<file path="src/rtl/iob_arb_pkg.sv">
// Shared types and constants for the IO bus arbiter.
package iob_arb_pkg;

  // Sequencer states for one arbitrated IO bus transfer.
  typedef enum logic [2:0] {
    IDLE,
    REQ,
    ACTV,
    DONE,
    ERR
  } arbState_t;

  // Requester indices: front-side-bus CPU path and the secondary master.
  localparam logic REQ_CPU = 1'b0;
  localparam logic REQ_AUX = 1'b1;

  // Width of the REQ-state timeout counter; at least one bit even when the
  // timeout is disabled, so the counter declaration stays legal.
  function automatic int cntWidth(input int tmoCyc);
    int w;
    w = $clog2(tmoCyc + 1);
    return (w < 1) ? 1 : w;
  endfunction

endpackage

</file>
<file path="src/rtl/iob_arb_pick.sv">
// Combinational round-robin winner select for the two requesters.
module iob_arb_pick
  import iob_arb_pkg::*;
(
  input  logic [1:0] req,
  input  logic       last,
  output logic       valid,
  output logic       winner
);

  // A sole requester wins outright; on contention the one that did not own
  // the bus last wins, which keeps either master from being starved.
  always_comb begin
    valid  = |req;
    winner = REQ_CPU;
    if (req == 2'b11) begin
      winner = ~last;
    end else if (req[REQ_AUX]) begin
      winner = REQ_AUX;
    end
  end

endmodule

</file>
<file path="src/rtl/iob_arb.sv">
// Two-master arbiter and sequencer in front of the IO bus state machine.
// Grants the shared IOREQ/IOACTV channel, latches the winner's lane and
// direction attributes, and returns a completion or timeout pulse.
module iob_arb
  import iob_arb_pkg::*;
#(
  parameter int TMO_CYC = 1023
)
(
  input  logic C16M,
  input  logic RST,
  input  logic REQ0,
  input  logic REQ1,
  input  logic LDS0,
  input  logic UDS0,
  input  logic WE0,
  input  logic LDS1,
  input  logic UDS1,
  input  logic WE1,
  output logic ACK0,
  output logic ACK1,
  output logic BERR0,
  output logic BERR1,
  output logic IOREQ,
  input  logic IOACTV,
  output logic nLDS,
  output logic nUDS,
  output logic nWE,
  output logic SEL,
  output logic BUSY
);

  localparam int            CW       = cntWidth(TMO_CYC);
  localparam logic [CW-1:0] CNT_MAX  = '1;
  localparam logic [CW-1:0] TMO_LAST = (TMO_CYC > 0) ? CW'(TMO_CYC - 1) : '0;
  localparam bit            TMO_EN   = (TMO_CYC != 0);

  arbState_t     state;
  logic          last;
  logic [CW-1:0] tmoCnt;
  logic          pickValid;
  logic          pickWinner;
  logic          winLds;
  logic          winUds;
  logic          winWe;

  iob_arb_pick uPick (
    .req    ({REQ1, REQ0}),
    .last   (last),
    .valid  (pickValid),
    .winner (pickWinner)
  );

  assign winLds = pickWinner ? LDS1 : LDS0;
  assign winUds = pickWinner ? UDS1 : UDS0;
  assign winWe  = pickWinner ? WE1  : WE0;

  // Transfer sequencer with all outputs registered. Attributes and SEL are
  // written only on a grant, so they hold through DONE/ERR and IDLE.
  always_ff @(posedge C16M or posedge RST) begin
    if (RST) begin
      state  <= IDLE;
      IOREQ  <= 1'b0;
      nLDS   <= 1'b1;
      nUDS   <= 1'b1;
      nWE    <= 1'b1;
      SEL    <= REQ_CPU;
      last   <= REQ_AUX;
      ACK0   <= 1'b0;
      ACK1   <= 1'b0;
      BERR0  <= 1'b0;
      BERR1  <= 1'b0;
      BUSY   <= 1'b0;
      tmoCnt <= '0;
    end else begin
      ACK0  <= 1'b0;
      ACK1  <= 1'b0;
      BERR0 <= 1'b0;
      BERR1 <= 1'b0;
      case (state)
        IDLE: begin
          // A stale IOACTV means the IO bus block is still busy: hold off.
          if (pickValid && !IOACTV) begin
            nLDS   <= ~winLds;
            nUDS   <= ~winUds;
            nWE    <= ~winWe;
            SEL    <= pickWinner;
            IOREQ  <= 1'b1;
            BUSY   <= 1'b1;
            tmoCnt <= '0;
            state  <= REQ;
          end
        end
        REQ: begin
          if (IOACTV) begin
            IOREQ <= 1'b0;
            state <= ACTV;
          end else if (TMO_EN && (tmoCnt == TMO_LAST)) begin
            IOREQ <= 1'b0;
            BERR0 <= (SEL == REQ_CPU);
            BERR1 <= (SEL == REQ_AUX);
            state <= ERR;
          end else if (tmoCnt != CNT_MAX) begin
            tmoCnt <= tmoCnt + CW'(1);
          end
        end
        ACTV: begin
          // No timeout here: the IO bus block owns cycle termination.
          if (!IOACTV) begin
            ACK0  <= (SEL == REQ_CPU);
            ACK1  <= (SEL == REQ_AUX);
            state <= DONE;
          end
        end
        DONE, ERR: begin
          last  <= SEL;
          BUSY  <= 1'b0;
          state <= IDLE;
        end
        default: begin
          IOREQ <= 1'b0;
          BUSY  <= 1'b0;
          state <= IDLE;
        end
      endcase
    end
  end

endmodule

</file>
<file path="config.mk">
export PLATFORM = sky130hd
export DESIGN_NAME = iob_arb
export DESIGN_NICKNAME = d
export VERILOG_FILES = /design/src/rtl/iob_arb_pkg.sv /design/src/rtl/iob_arb_pick.sv /design/src/rtl/iob_arb.sv
export SDC_FILE = /design/constraint.sdc
export NUM_CORES = 1
export LEC_CHECK = 0
export BUFFER_PORTS_ARGS = -buffer_cell sky130_fd_sc_hd__clkbuf_2
export CAP_MARGIN = 20
export CORE_AREA = 3 3 69 71
export CTS_BUF_LIST = sky130_fd_sc_hd__clkbuf_8 sky130_fd_sc_hd__clkbuf_16
export DETAILED_ROUTE_END_ITERATION = 7
export DIE_AREA = 0 0 72 74
export PLACE_DENSITY = 0.46
export SYNTH_ARGS = -nofsm -noshare
export SYNTH_HDL_FRONTEND = slang
export SYNTH_SLANG_ARGS = --single-unit
</file>
<file path="constraint.sdc">
create_clock -name C16M -period 1.5 [get_ports C16M]
set_input_delay 0.075 -clock C16M [delete_from_list [all_inputs] [get_ports C16M]]
set_output_delay 0.075 -clock C16M [all_outputs]
set_load 0.1 [all_outputs]
</file>
# Word level (Yosys, flattened, before mapping)

Cells that the tools add are included.

$add $sub $neg: 1
Muxes and demuxes: 30
Bitwise gates (word level): 7
Equality and inequality tests: 13
Reductions and logical operators: 13

Operator list:

| cell                                                            | count |
|---|---|
| 10-bit two-way mux                                              | 4 |
| 10-bit one-hot mux with 2 select lines                          | 1 |
| 1-bit two-way mux                                               | 18 |
| 3-bit two-way mux                                               | 4 |
| 10-bit by 1-bit adder with 10-bit output, second input constant | 1 |
| 10-bit == test, second input constant                           | 1 |
| 10-bit inequality test, second input constant                   | 1 |
| 2-bit inequality test, second input constant                    | 5 |
| 3-bit one-hot mux with 3 select lines                           | 1 |
| 1-bit inverter                                                  | 7 |
| 3-bit by 2-bit == test with 1-bit output, second input constant | 2 |
| 3-bit AND reduction                                             | 2 |
| 2-bit OR reduction                                              | 3 |
| 5-bit AND reduction                                             | 1 |
| 2-bit AND reduction                                             | 2 |
| 3-bit by 1-bit == test with 1-bit output, second input constant | 1 |
| 3-bit == test, second input constant                            | 1 |
| 3-bit logical NOT                                               | 1 |
| 3-bit inequality test, second input constant                    | 1 |
| 1-bit one-hot mux with 3 select lines                           | 1 |
| 3-bit OR reduction                                              | 1 |
| 2-bit == test, second input constant                            | 1 |
| 1-bit one-hot mux with 2 select lines                           | 1 |
| 2-bit nonzero test                                              | 1 |
| 2 further kinds                                                 | 2 |

Input port bits: 11
Output and inout bits: 10
Register bits after elaboration: 24
Logic and storage cells: 77

# Logic depth before layout (Yosys ltp)

Word-level depth: 5
Mapped depth: 6
Gate-level depth less buffers: 6

# Modules after synthesis

A second synthesis with hierarchy kept.

Cell total of the unflattened synthesis: 129
Area total of the unflattened synthesis: 1268.7 µm²

Modules (own cells, without submodules):

| module       | times used | seq. area each (µm²) | area an instance (µm²) | cells an instance |
|---|---|---|---|---|
| iob_arb      | 1          | 605.6                | 1255.0                 | 127 |
| iob_arb_pick | 1          | 0.0                  | 13.8                   | 2 |

# Least setup slack after synthesis

OpenSTA, ideal clock, no wires.

Path kind: flip-flop to flip-flop
Start point: reg state[2]
End point: reg tmoCnt[1]
Stages on the path, launching flop included: 6
Arrival: 1.506 ns
Setup time: 0.125 ns
Clock period less this slack: 1.631 ns
Path slack: -0.131 ns
Buffers on the path: 1
Required time: 1.375 ns
Cell sequence: dfrtp_1 > buf_2 > nor3_1 > o21a_1 > o2bb2ai_4 > mux2_4

Word-level cells in the longest chain between the ends: 3
Elaborated cells between the ends (all ways): 9
Classes of those cells: 5 x eq/ne; 1 x mux; 3 x reduce/logical

Ends and longest elaborated chain:

| element                                                                       | RTL line       | text |
|---|---|---|
| start: declaration                                                            | iob_arb.sv:38  | `arbState_t state;` |
| start signal: assignment                                                      | iob_arb.sv:62  | `state <= IDLE;` |
| start signal: assignment                                                      | iob_arb.sv:91  | `state <= REQ;` |
| start signal: assignment                                                      | iob_arb.sv:97  | `state <= ACTV;` |
| 3-bit by 1-bit == test with 1-bit output or 3-bit logical NOT (tied branches) | iob_arb.sv:80  | `case (state)` |
| 2-bit inequality test (no line) or 2-bit nonzero test (tied branches)         | n/a            |  |
| 5-bit AND reduction (no line)                                                 | n/a            |  |
| end signal: assignment                                                        | iob_arb.sv:104 | `tmoCnt <= tmoCnt + CW'(1);` |
| end: declaration                                                              | iob_arb.sv:40  | `logic [CW-1:0] tmoCnt;` |

Several ways; a longest one is shown, not always the timed one.
A chain may end at the register's enable or synchronous reset.

# Worst setup path in the final report

Start point: reg state[1]
End point: reg tmoCnt[1]

The elaborated chain is that of the path after synthesis.

==> results.cfg <==
[status]
status = finished, violations left
violations = negative setup slack

[sta]
min_period_ns = 1.623
final_max_slew_viol_count = 0
timing.final.crit_share_pct = 108.2
setup_viol = 10
relSlewSlack_pct = 63.38
hold_viol = 0
fin_worst_skew_ns = 0.003588
worst_slew_pin_slew_ns = 0.5516
setup_slack_ns = -0.1227
fmax_mhz = 616.2
rsz0062_at_grt = true
hold_ws_ns = 0.07648

[cts]
htreeDepth = 1
numCtsBuffers = 3
clkTransAtPathRegs_ns = 0.09
cts_buffer_depth = 2
root_buffer = clkbuf_8
numClockSinks = 24
cts_tree = done
insertion_delay_ns = 0.27

[hold_path]
holdPathEnd = nWE$_DFFE_PP1P_
holdPathStages = 3
hold_path.class = input port to flip-flop
min_from = WE1

[global_route]
grt_pass1_vias = 1199
grt.overflow.total = 0
antenna_found_initial = 0
grt_util_met2_pct = 22.35
track_usage_pct = 13.65
gr-usage-met1_pct = 17.98
grt_max_degree = 25
grt_pass1_wl_um = 5616
grtUsageMet3_pct = 1.622
busiest_layer = met2

[detailed_routing]
postRouteAntennaNets = 0
drt-initial-drc-count = 59
totalWireLength_um = 3487
vias = 1198
first_pass_iters = 4
wl_per_cell_um = 14.78
drc = 0
vias_per_cell = 5.076

[critical_path]
start_kind = flip-flop
endpoint_kind = flip-flop
arrival_ns = 1.78
critPathSlowestCell = or3b_4
crit_type = flip-flop to flip-flop
cp_data_required_time_ns = 1.66
slowest_delay_ns = 0.45
rr_worst_depth = 4
worst-path-max-fanout = 4
r2r_start = state[1]$_DFFE_PP0P_
regToRegSetupSlack_ns = -0.12
r2r-end = tmoCnt[1]$_DFFE_PP0P_
cp_cell_sequence = or3b_4 > o221ai_4 > o2bb2ai_4 > mux2_4

[floorplanning]
core_area_um2 = 4294
die_area_um2 = 5328
rows = 24
die_y_um = 74
die_w_um = 72
io_pins = 21
initial_utilization_pct = 29.43

[synth]
synth-simple-area-share_pct = 16.73
seq_area_frac_synth_pct = 47.92
yosysTopAreaCell = dfrtp_1
synth_top_family_by_area = compound AO/OA/AOI/OAI gates
yosysTopAreaCellShare_pct = 39.60
netlist_top_cells_area = dfrtp_1, dfstp_2, mux2_2
synth.top_cells.by_count = dfrtp_1, o21ai_0, nor2_1
synth.area.mux_share_pct = 5.644
synth_area_per_cell_um2 = 10.19
async_flop_share_pct = 100.0
ys_ff_latch = 24
postSynthCellCount = 124
synth_ff_type = dfrtp_1
yosysWarnings = 0
synth-compound-area-share_pct = 23.66
synthAdderAreaFrac_pct = 1.980
synth_edf_count = 0
synth_nets = 137
netlist_area_um2 = 1264
yosysMostFrequentCell = dfrtp_1
ys_types = 43
synth_xor_xnor_area_share_pct = 0

[placed_design]
dp_cells = 222
gp_congestion = 0.8307
place_ws_ns = -0.08981
io_buffers = 20
dp_hpwl_um = 2420
post_dp_cell_area_um2 = 1677

[final_layout]
final_cells = 236
fill_cells = 429
diodes = 0
final_nets = 198
fin_area_um2 = 1958
post_route_cells_drive_above_1_share_pct = 55.98
syn_to_final_growth_pct = 54.95

[flow_run]
max-cap-violations = 0

[pwr]
p_leak_nw = 0.8684
powerDensity_nw_per_um2 = 1817
irDropWorstVdd_mv = 1.033
power_mw = 3.559
-- stage by stage --
step	utilization (%)	setup TNS (ns)
3_5_place_dp	39.04	-0.4189
4_1_cts	42.98	-0.3737
3_3_place_gp	39.04	-0.4282
2_1_floorplan	-	-0.09751
5_1_grt	45.60	-1.329
6_report	45.60	-0.7535
-- registers in the layout (all words and copies together) (netlist names) --
register,count
tmoCnt,10
state,3
ACK0,1
ACK1,1
BERR0,1
BERR1,1
BUSY,1
IOREQ,1
SEL,1
last,1
nLDS,1
nUDS,1
nWE,1
-- cell type report --
class | count | area [µm²] | area share [%]
Multi-Input combinational cell | 89 | 737.0 | 37.64
Sequential cell | 24 | 606.8 | 30.99
Timing Repair Buffer | 62 | 459.2 | 23.45
Tap cell | 52 | 65.06 | 3.323
Clock buffer | 3 | 41.29 | 2.109
Clock inverter | 1 | 30.03 | 1.534
Inverter | 5 | 18.77 | 0.9585
-- worst max path at each step --
stage                     cells past startpoint                  start                    end
after detailed placement                      5   state[2]$_DFFE_PP0P_  tmoCnt[3]$_DFFE_PP0P_
final                                         4   state[1]$_DFFE_PP0P_  tmoCnt[1]$_DFFE_PP0P_
after global placement                        5   state[1]$_DFFE_PP0P_  tmoCnt[8]$_DFFE_PP0P_
after global routing                          7  tmoCnt[0]$_DFFE_PP0P_  tmoCnt[5]$_DFFE_PP0P_
after CTS                                     5   state[2]$_DFFE_PP0P_  tmoCnt[3]$_DFFE_PP0P_
after floorplan                               5   state[0]$_DFFE_PP0P_  tmoCnt[1]$_DFFE_PP0P_
-- power breakdown --
group          internal [mW]  total [mW]  leakage [nW]  switching (mW)
registers              0.839       0.983         0.309           0.144
clock network          0.357       0.574        0.0357           0.217
logic                  0.731        2.00         0.524            1.27
total                   1.93        3.56         0.868            1.63
-- per-layer routing --
layer	vias to the layer above	share of wire, %	wire length [µm]
met2	16	51	1781
met5	-	0	0
met1	593	45	1585
met3	4	2.2	75
li1	585	-	-
met4	0	1.3	44
-- cell usage in the layout, fill, tap and decap left out, types with 3 or more instances in the layout --
master,instances
a21oi_1,4
a21oi_2,4
a31oi_1,6
buf_4,36
buf_6,3
clkbuf_2,20
clkbuf_8,3
dfrtp_1,19
dfstp_2,4
inv_1,4
mux2_2,5
nand2_1,8
nand3_1,3
nor2_1,8
o21ai_0,9
-- cell families (layout without fill, tap and decap cells) --
group / count (synthesis) / after routing
buffers and inverters: 11 / 71
AO/OA/AOI/OAI: 43 / 43
adder cells (fa/ha/maj): 2 / 2
flip-flops: 24 / 24
AND/OR/NAND/NOR: 38 / 38
multiplexers: 6 / 6
-- repair_timing --
item,in CTS,in global routing
pin swaps,3,6
endpoints found under the hold margin,20,0
gates cloned,0,1
hold buffers,1,0
endpoints found under the setup margin,12,16
gates resized for setup,13,15
setup buffers,4,4
-- worst max-delay path: cells and delay by family, from the launching register on --
kind | cells | cell delay, ns
AO/OA/AOI/OAI | 2 | 0.34
flip-flops | 1 | 0.42
multiplexers | 1 | 0.31
AND/OR/NAND/NOR | 1 | 0.45
Power figures use the tool's default switching activity.
